File: config.mk
export PLATFORM = sky130hd
export DESIGN_NAME = dht11_receptor
export DESIGN_NICKNAME = d
export VERILOG_FILES = /design/src/rtl/dht11_receptor.sv
export SDC_FILE = /design/constraint.sdc
export NUM_CORES = 1
export LEC_CHECK = 0
export ABC_AREA = 1
export CORE_UTILIZATION = 58
export DETAILED_ROUTE_END_ITERATION = 6
export PLACE_DENSITY = 0.8
export SYNTH_ARGS = -nofsm -noshare
export SYNTH_HDL_FRONTEND = slang
export SYNTH_SLANG_ARGS = --single-unit
File: constraint.sdc
create_clock -name clock -period 4.71 [get_ports clock]
set_clock_uncertainty 0.2 [all_clocks]
set_input_delay 1.1775 -clock clock [delete_from_list [all_inputs] [get_ports clock]]
set_output_delay 1.1775 -clock clock [all_outputs]
set_load 0.02 [all_outputs]
File: src/rtl/dht11_receptor.sv
// dht11_receptor
//   Single-wire DHT11 protocol engine. On a one-cycle start request it drives
//   the host start pulse, detects the sensor response, receives the 40-bit
//   frame MSB first, verifies the checksum and reports the outcome.
//
// Ports
//   clock        system clock, all state on the rising edge
//   reset        asynchronous active-high reset (returns to OCIOSO)
//   iniciar      one-cycle start request, ignored while busy
//   dht_in       raw data line level, asynchronous to clock
//   dht_oe       1 = drive the line low (open-drain enable)
//   dados        last received frame, bit 39 is the first bit on the wire
//   fim_recepcao one-cycle pulse at the end of every attempt
//   medida_ok    last attempt completed with a valid checksum
//   erro_timeout one-cycle pulse with fim_recepcao when an attempt times out
//   ocupado      1 in every state except OCIOSO
module dht11_receptor #(
    parameter int unsigned CLK_FREQ_HZ  = 50_000_000,
    parameter int unsigned T_START_US   = 18000,
    parameter int unsigned T_LIBERA_US  = 30,
    parameter int unsigned T_LIMIAR_US  = 50,
    parameter int unsigned T_TIMEOUT_US = 200
) (
    input  logic        clock,
    input  logic        reset,
    input  logic        iniciar,
    input  logic        dht_in,
    output logic        dht_oe,
    output logic [39:0] dados,
    output logic        fim_recepcao,
    output logic        medida_ok,
    output logic        erro_timeout,
    output logic        ocupado
);

    localparam int unsigned CYC_US      = CLK_FREQ_HZ / 1_000_000;
    localparam int unsigned START_CYC   = T_START_US * CYC_US;
    localparam int unsigned LIBERA_CYC  = T_LIBERA_US * CYC_US;
    localparam int unsigned LIMIAR_CYC  = T_LIMIAR_US * CYC_US;
    localparam int unsigned TIMEOUT_CYC = T_TIMEOUT_US * CYC_US;
    localparam int unsigned CW          = $clog2(START_CYC + 1);

    // The counter reads k-1 during the k-th cycle spent in a state, so the
    // "last cycle" compare values are the durations minus one.
    localparam logic [CW-1:0] START_FIM   = CW'(START_CYC - 1);
    localparam logic [CW-1:0] LIBERA_FIM  = CW'(LIBERA_CYC - 1);
    localparam logic [CW-1:0] TIMEOUT_FIM = CW'(TIMEOUT_CYC - 1);
    localparam logic [CW-1:0] LIMIAR      = CW'(LIMIAR_CYC);

    typedef enum logic [2:0] {
        OCIOSO,
        START,
        LIBERA,
        RESP_BAIXO,
        RESP_ALTO,
        BIT_BAIXO,
        BIT_ALTO,
        VERIFICA
    } estado_t;

    estado_t       estado;
    estado_t       estado_prox;
    logic [1:0]    sinc;
    logic          amostra_ant;
    logic          subida;
    logic          descida;
    logic          medindo;
    logic          limpa;
    logic          estourou;
    logic          iniciou;
    logic          captura;
    logic          bit_lido;
    logic [CW-1:0] cnt;
    logic [5:0]    bit_idx;
    logic [39:0]   deslocador;
    logic [7:0]    soma;

    // Edges compare the synchronized sample with the one before it.
    assign subida   = sinc[1] & ~amostra_ant;
    assign descida  = ~sinc[1] & amostra_ant;
    assign estourou = (cnt >= TIMEOUT_FIM);
    assign bit_lido = (cnt > LIMIAR);
    assign medindo  = (estado == RESP_BAIXO) || (estado == RESP_ALTO) ||
                      (estado == BIT_BAIXO)  || (estado == BIT_ALTO);
    assign limpa    = (estado_prox != estado) || (medindo && (subida || descida));
    assign soma     = deslocador[39:32] + deslocador[31:24] +
                      deslocador[23:16] + deslocador[15:8];

    assign dht_oe  = (estado == START);
    assign ocupado = (estado != OCIOSO);

    always_ff @(posedge clock or posedge reset) begin
        if (reset) begin
            estado <= OCIOSO;
        end else begin
            estado <= estado_prox;
        end
    end

    always_comb begin
        estado_prox  = estado;
        fim_recepcao = 1'b0;
        erro_timeout = 1'b0;
        iniciou      = 1'b0;
        captura      = 1'b0;
        case (estado)
            OCIOSO: begin
                if (iniciar) begin
                    iniciou     = 1'b1;
                    estado_prox = START;
                end
            end
            START: begin
                if (cnt == START_FIM) estado_prox = LIBERA;
            end
            LIBERA: begin
                if (cnt == LIBERA_FIM) estado_prox = RESP_BAIXO;
            end
            RESP_BAIXO: begin
                // A detected rising edge implies the low phase was seen.
                if (subida) estado_prox = RESP_ALTO;
            end
            RESP_ALTO: begin
                if (descida) estado_prox = BIT_BAIXO;
            end
            BIT_BAIXO: begin
                if (subida) estado_prox = BIT_ALTO;
            end
            BIT_ALTO: begin
                if (descida) begin
                    captura     = 1'b1;
                    estado_prox = (bit_idx == 6'd39) ? VERIFICA : BIT_BAIXO;
                end
            end
            VERIFICA: begin
                fim_recepcao = 1'b1;
                estado_prox  = OCIOSO;
            end
            default: estado_prox = OCIOSO;
        endcase

        if (medindo && estourou && (estado_prox == estado)) begin
            fim_recepcao = 1'b1;
            erro_timeout = 1'b1;
            estado_prox  = OCIOSO;
        end
    end

    // Synchronizer idles high (pulled-up line) so reset creates no edge.
    always_ff @(posedge clock or posedge reset) begin
        if (reset) begin
            sinc        <= 2'b11;
            amostra_ant <= 1'b1;
        end else begin
            sinc        <= {sinc[0], dht_in};
            amostra_ant <= sinc[1];
        end
    end

    always_ff @(posedge clock or posedge reset) begin
        if (reset) begin
            cnt <= '0;
        end else if (limpa) begin
            cnt <= '0;
        end else if (cnt != '1) begin
            cnt <= cnt + CW'(1);
        end
    end

    always_ff @(posedge clock or posedge reset) begin
        if (reset) begin
            bit_idx    <= '0;
            deslocador <= '0;
            dados      <= '0;
            medida_ok  <= 1'b0;
        end else begin
            if (iniciou) begin
                bit_idx   <= '0;
                medida_ok <= 1'b0;
            end
            if (captura) begin
                deslocador <= {deslocador[38:0], bit_lido};
                bit_idx    <= bit_idx + 6'd1;
            end
            if (estado == VERIFICA) begin
                dados     <= deslocador;
                medida_ok <= (soma == deslocador[7:0]);
            end
            if (erro_timeout) begin
                medida_ok <= 1'b0;
            end
        end
    end

endmodule

==> flow_summary.ini, run 1 <==
[min_path]
holdPathEnd = sinc[1]$_DFF_PP1_
hp-class = reg -> reg
hold_start = sinc[0]$_DFF_PP1_
hold_depth = 0

[synthesis]
synth_area_um2 = 5710
ys_seq_area_share_pct = 49.6
yosys_warnings = 0
synth_fp_nets = 683
synthCells = 653
syn_avg_cell_area_um2 = 8.75
yosysUniqueCellTypes = 37
synthArstFlopShare_pct = 100
ys_ff_latch = 113
ys.flop_type = dfrtp_1
synth-edff-count = 0

[sta]
rsz0062_at_grt = no
min_period_ns = 4.16
tightest_slew_ns = 0.831
whs_ns = 0.155
post-route-period-util_pct = 88.3
fin_tns_setup_ns = 0
relSlewSlack_pct = 44.6
finalHoldViolCount = 0
maxSlewViolCount = 0
fmax_ghz = 0.240
setup_viol = 0

[routing]
topRoutingLayerUsed = met4
drc_errors = 0
ant_nets = 0
vias = 4405
wl_per_cell_um = 14.1
vias_per_cell = 5.23
firstDrtPassIters = 5
wl_met1_mm = 5.29
wl_met3_um = 560
first_iter_violations = 250
wirelength_mm = 11.9
met2_length_mm = 5.84

[clock_tree]
cts.sinks = 113
insertion_delay_ns = 0.52
post_cts_resized = 0
clk_path_buf_depth = 2
cts_tree = built
cts_setup_buffers = 0
cts_hold_buf = 0
htree_levels = 4
clk_pin_slew_worst_paths_ns = 0.06
numCtsBuffers = 17
cts-root-buf = clkbuf_8

[global_route]
grt_pass1_vias = 4309
grt-ovfl-total = 0
grt_antenna_before_repair = 0
grt.total_usage_pct = 26.1
grt_pass1_wl_mm = 20.2
grt_start_max_net_pins = 83

[placement]
dp_hpwl_mm = 8.00
place.gp.congestion = 0.850
io_buffers = 48
dpl_cell_area_um2 = 6280

[pwr]
vdd_drop_max_mv = 0.617
p_leak_nw = 3.12
p_per_area_nw_per_um2 = 394
p_total_mw = 2.70

[setup_path]
worstPathRequired_ns = 3.33
path_max_fanout = 9
path_class = in -> out
r2r_slack_ns = 1.23
critPathCaptureType = primary output
reg2reg_to = medida_ok$_DFFE_PP0P_
rr_startpoint = deslocador[9]$_DFFE_PP0P_
r2r_cells = 12
worstPathArrival_ns = 2.78
start_kind = input pin

[floorplan]
num_io_pins = 49
dieArea_um2 = 10300
fp.dieH_um = 101
fp.coreArea_um2 = 9370
initial_utilization_pct = 61.0
rows = 35
die_x_um = 101

[cells_and_area]
layout.nets = 730
layout_commonest_cell = nand2_1
diodes = 0
layout-drive-gt1-share_pct = 12.2
final_cell_area_um2 = 6850
area_growth_pct = 19.9
final_cell_mix = nand2_1, dfrtp_1, o21ai_0

[status]
outcome = completed

[flow_run]
drv_cap = 0
-- final cells by class --
cell class                      instances  area, um^2
Clock buffer                           17         414
Fill cell                             698        2520
Clock inverter                         15         150
Timing Repair Buffer                   51         515
Inverter                               98         370
Sequential cell                       113        2830
Tap cell                              129         161
Multi-Input combinational cell        419        2400
-- registers in the layout, indices dropped and copies added (netlist names) --
name / count
amostra_ant: 1
bit_idx: 6
cnt: 20
dados: 40
deslocador: 40
estado: 3
medida_ok: 1
sinc: 2
-- Yosys cell counts (2+ instances only) --
library cell / instances / share of area (%)
o21ai_1: 3 / 0.26
inv_2: 8 / 0.53
nand3_1: 21 / 1.8
ha_1: 12 / 2.6
clkbuf_1: 12 / 0.79
xnor2_1: 8 / 1.2
nand3_2: 3 / 0.53
nand4_1: 10 / 1.1
nand2_1: 138 / 9.1
dfstp_2: 3 / 1.4
buf_2: 3 / 0.26
nor2_1: 41 / 2.7
dfrtp_1: 110 / 48
buf_1: 4 / 0.26
xor2_1: 21 / 3.2
o21ai_0: 93 / 8.1
inv_1: 89 / 5.8
fa_1: 14 / 4.9
nand2_2: 7 / 0.77
a21oi_1: 7 / 0.61
buf_6: 3 / 0.59
nor3_1: 4 / 0.35
o211ai_1: 2 / 0.26
nor2_2: 24 / 2.6
-- through the flow --
| step | worst slack [ns] | cells | utilization [%] |
|---|---|---|---|
| after floorplan | 0.350 | 653 | - |
| after global placement | 0.607 | 810 | 67.0 |
| after detailed placement | 0.548 | 810 | 67.0 |
| after CTS | 0.539 | 842 | 73.1 |
| after global routing | 0.376 | 842 | 73.1 |
| final | 0.552 | 842 | 73.1 |
-- where the power goes --
| part | internal, mW | leakage (nW) | switching, mW | total, mW |
|---|---|---|---|---|
| registers | 1.01 | 1.56 | 0.0420 | 1.05 |
| logic | 0.128 | 1.28 | 0.322 | 0.450 |
| clock network | 0.713 | 0.276 | 0.488 | 1.20 |
| total | 1.85 | 3.12 | 0.853 | 2.70 |
-- logic make-up (layout without fill, tap and decap cells) --
logic type / Yosys count / after routing / synth area share [%]
simple gates: 254 / 254 / 20.0
buf+inv: 121 / 181 / 8.48
flops: 113 / 113 / 49.6
compound gates: 110 / 110 / 10.0
xor+xnor: 29 / 29 / 4.45
fa+ha+maj: 26 / 26 / 7.53
-- critical path, stage by stage --
cell and delay [ns]:
clkdlybuf4s50_1 0.50, nand2_4 0.09, nand4_1 0.15, nand3_2 0.13, inv_1 0.11, clkdlybuf4s50_1 0.62
-- routing by layer --
metal,global-route usage [%],vias to the layer above
met3,5.11,18
met5,0,-
met4,10.3,0
met2,43.0,117
met1,34.3,2122
li1,-,2148
-- how the worst max path moves through the flow --
stage,start,to
2_1_floorplan,reset,bit_idx[0]$_DFFE_PP0P_
3_3_place_gp,iniciar,erro_timeout
3_5_place_dp,iniciar,erro_timeout
4_1_cts,iniciar,erro_timeout
5_1_grt,sinc[1]$_DFF_PP1_,erro_timeout
6_report,iniciar,erro_timeout
Note: power is estimated with default switching activity, not from simulation.
==> run 2: changes to the inputs <==
--- a/config.mk
+++ b/config.mk
@@ -6,9 +6,9 @@
 export NUM_CORES = 1
 export LEC_CHECK = 0
 export ABC_AREA = 1
-export CORE_UTILIZATION = 58
+export CORE_UTILIZATION = 52
 export DETAILED_ROUTE_END_ITERATION = 6
-export PLACE_DENSITY = 0.8
+export PLACE_DENSITY = 0.76
 export SYNTH_ARGS = -nofsm -noshare
 export SYNTH_HDL_FRONTEND = slang
 export SYNTH_SLANG_ARGS = --single-unit
==> constraint.sdc (replaced) <==
create_clock -name clock -period 3.5 [get_ports clock]
set_clock_uncertainty 0.2 [all_clocks]
set_input_delay 0.875 -clock clock [delete_from_list [all_inputs] [get_ports clock]]
set_output_delay 0.875 -clock clock [all_outputs]
set_load 0.02 [all_outputs]
==> run 2 against run 1 <==
Compared with the run above: critical path depth up 5; first-iteration DRC count is 18% lower; total power is 34% higher; critical path type is now reg -> out; worst hold slack improved by 0.0078 ns; largest power group unchanged; sequential share of layout area shrank 0.14 points; die area grew 11%; setup slack lost 0.37 ns; sequential power is 34% higher; register-to-register slack worse by 1.0 ns; via count shrank 0.18%.
==> flow_summary.ini, run 2 (synthesis results as in run 1) <==
[sta]
tightest_slew_ns = 0.668
fin_tns_setup_ns = 0
relSlewSlack_pct = 55.5
finalHoldViolCount = 0
maxSlewViolCount = 0
layout_setup_ws_ns = 0.181
setup_viol = 0
whs_ns = 0.162
rsz0062_at_grt = yes
post-route-period-util_pct = 94.8
fmax_ghz = 0.301
min_period_ns = 3.32

[pwr]
p_int_mw = 2.50
pwr-share-clk_pct = 44.2
p_switching_mw = 1.12
vdd_drop_max_mv = 0.728
sw_frac_of_total_pct = 31.0
p_per_area_nw_per_um2 = 527
combinationalPowerShare_pct = 16.8
power_frac_seq_pct = 39.0
p_total_mw = 3.62
p_leak_nw = 3.12

[placement]
io_buffers = 48
dpl_cell_area_um2 = 6310
place_ws_ns = 0.0444
place.gp.congestion = 0.904
dp_hpwl_mm = 8.04

[setup_path]
worstPathArrival_ns = 2.24
worstPathRequired_ns = 2.42
path_class = reg -> out
path_max_fanout = 3
r2r_slack_ns = 0.19
critPathCaptureType = primary output
start_kind = flop

[cells_and_area]
reg_top3 = dados (40), deslocador (40), cnt (20)
layout_commonest_cell = nand2_1
diodes = 0
final_cell_area_um2 = 6870
layout-drive-gt1-share_pct = 13.0
fillers = 817
ff_latch_area_um2 = 2830
final_cell_mix = nand2_1, dfrtp_1, o21ai_0
area_growth_pct = 20.3
multi_input_area_um2 = 2410
layout.nets = 732

[global_route]
grt_antenna_before_repair = 0
grt_start_max_net_pins = 114
grt_pass1_vias = 4247
grt.total_usage_pct = 22.5
grt-ovfl-total = 0
grt_pass1_wl_mm = 19.8

[floorplan]
fp.coreArea_um2 = 10500
num_io_pins = 49
rows = 37
dieArea_um2 = 11400
initial_utilization_pct = 54.4
die_x_um = 107
fp.dieH_um = 107

[min_path]
hp-class = reg -> reg

[clock_tree]
cts-root-buf = clkbuf_8
cts.sinks = 113
cts_setup_buffers = 0
clk_pin_slew_worst_paths_ns = 0.06
htree_levels = 4
clk_path_buf_depth = 2
cts_tree = built
numCtsBuffers = 17
insertion_delay_ns = 0.52

[routing]
ant_nets = 0
drc_errors = 0
firstDrtPassIters = 5
first_iter_violations = 204
vias = 4397
vias_per_cell = 5.17
wirelength_mm = 11.6
wl_per_cell_um = 13.6

[status]
outcome = completed

[flow_run]
drv_cap = 0
==> run 2: power by group through the flow <==
| stage | sequential (mW) | combinational (mW) | clock, mW |
|---|---|---|---|
| floorplan | 1.42 | 0.525 | 0 |
| global placement | 1.43 | 0.597 | 0 |
| detailed placement | 1.43 | 0.608 | 0 |
| CTS | 1.41 | 0.611 | 1.63 |
| global route | 1.42 | 0.681 | 1.70 |
| finish | 1.41 | 0.607 | 1.60 |
==> run 2: critical path, stage by stage (launching register included) <==
cell and delay, ns:
dfstp_2 0.55, inv_1 0.05, ha_1 0.21, nand3_2 0.11, nand2_1 0.06, nor2_1 0.10, nand2_1 0.08, inv_2 0.08
nand4_1 0.13, nand3_2 0.13, nand2_1 0.07, buf_4 0.16
==> run 2: per-stage QoR <==
step / util [%] / std cells
floorplan: - / 653
global placement: 60.0 / 819
detailed placement: 60.0 / 819
CTS: 65.4 / 851
global route: 65.4 / 851
finish: 65.4 / 851
==> run 2: path summary, 6_finish.rpt <==
| kind | startpoint | end | depth (start not counted) |
|---|---|---|---|
| max in group asynchronous | reset | cnt[15]$_DFFE_PP0P_ | 3 |
| hold reg to reg | sinc[0]$_DFF_PP1_ | sinc[1]$_DFF_PP1_ | 0 |
| setup reg to reg | deslocador[9]$_DFFE_PP0P_ | medida_ok$_DFFE_PP0P_ | 12 |
| setup / recovery | sinc[1]$_DFF_PP1_ | fim_recepcao | 11 |
| hold / removal | sinc[0]$_DFF_PP1_ | sinc[1]$_DFF_PP1_ | 0 |
| min in group asynchronous | reset | dados[7]$_DFFE_PP0N_ | 3 |
==> run 2: area by class of cell <==
cell class	count	share of cell area [%]
clock inverters	14	1.91
inverters	98	5.41
clock buffers	18	6.23
repair buffers	53	7.65
multi-input cells	419	35.1
well taps	136	2.48
flip-flops and latches	113	41.2
==> run 2: repair_timing <==
action                                  in CTS  in global routing
hold endpoints to repair                     0                  0
hold buffers                                 0                  0
pin swaps                                    0                  0
resized for setup                            6                  7
endpoints found under the setup margin       2                  3
==> run 2: routing by layer <==
layer	wire, um	up-vias	GRT usage (%)
met4	142	0	7.83
met2	5650	102	36.0
met1	5370	2124	30.0
met3	442	13	5.29
li1	-	2158	-
met5	0	-	0
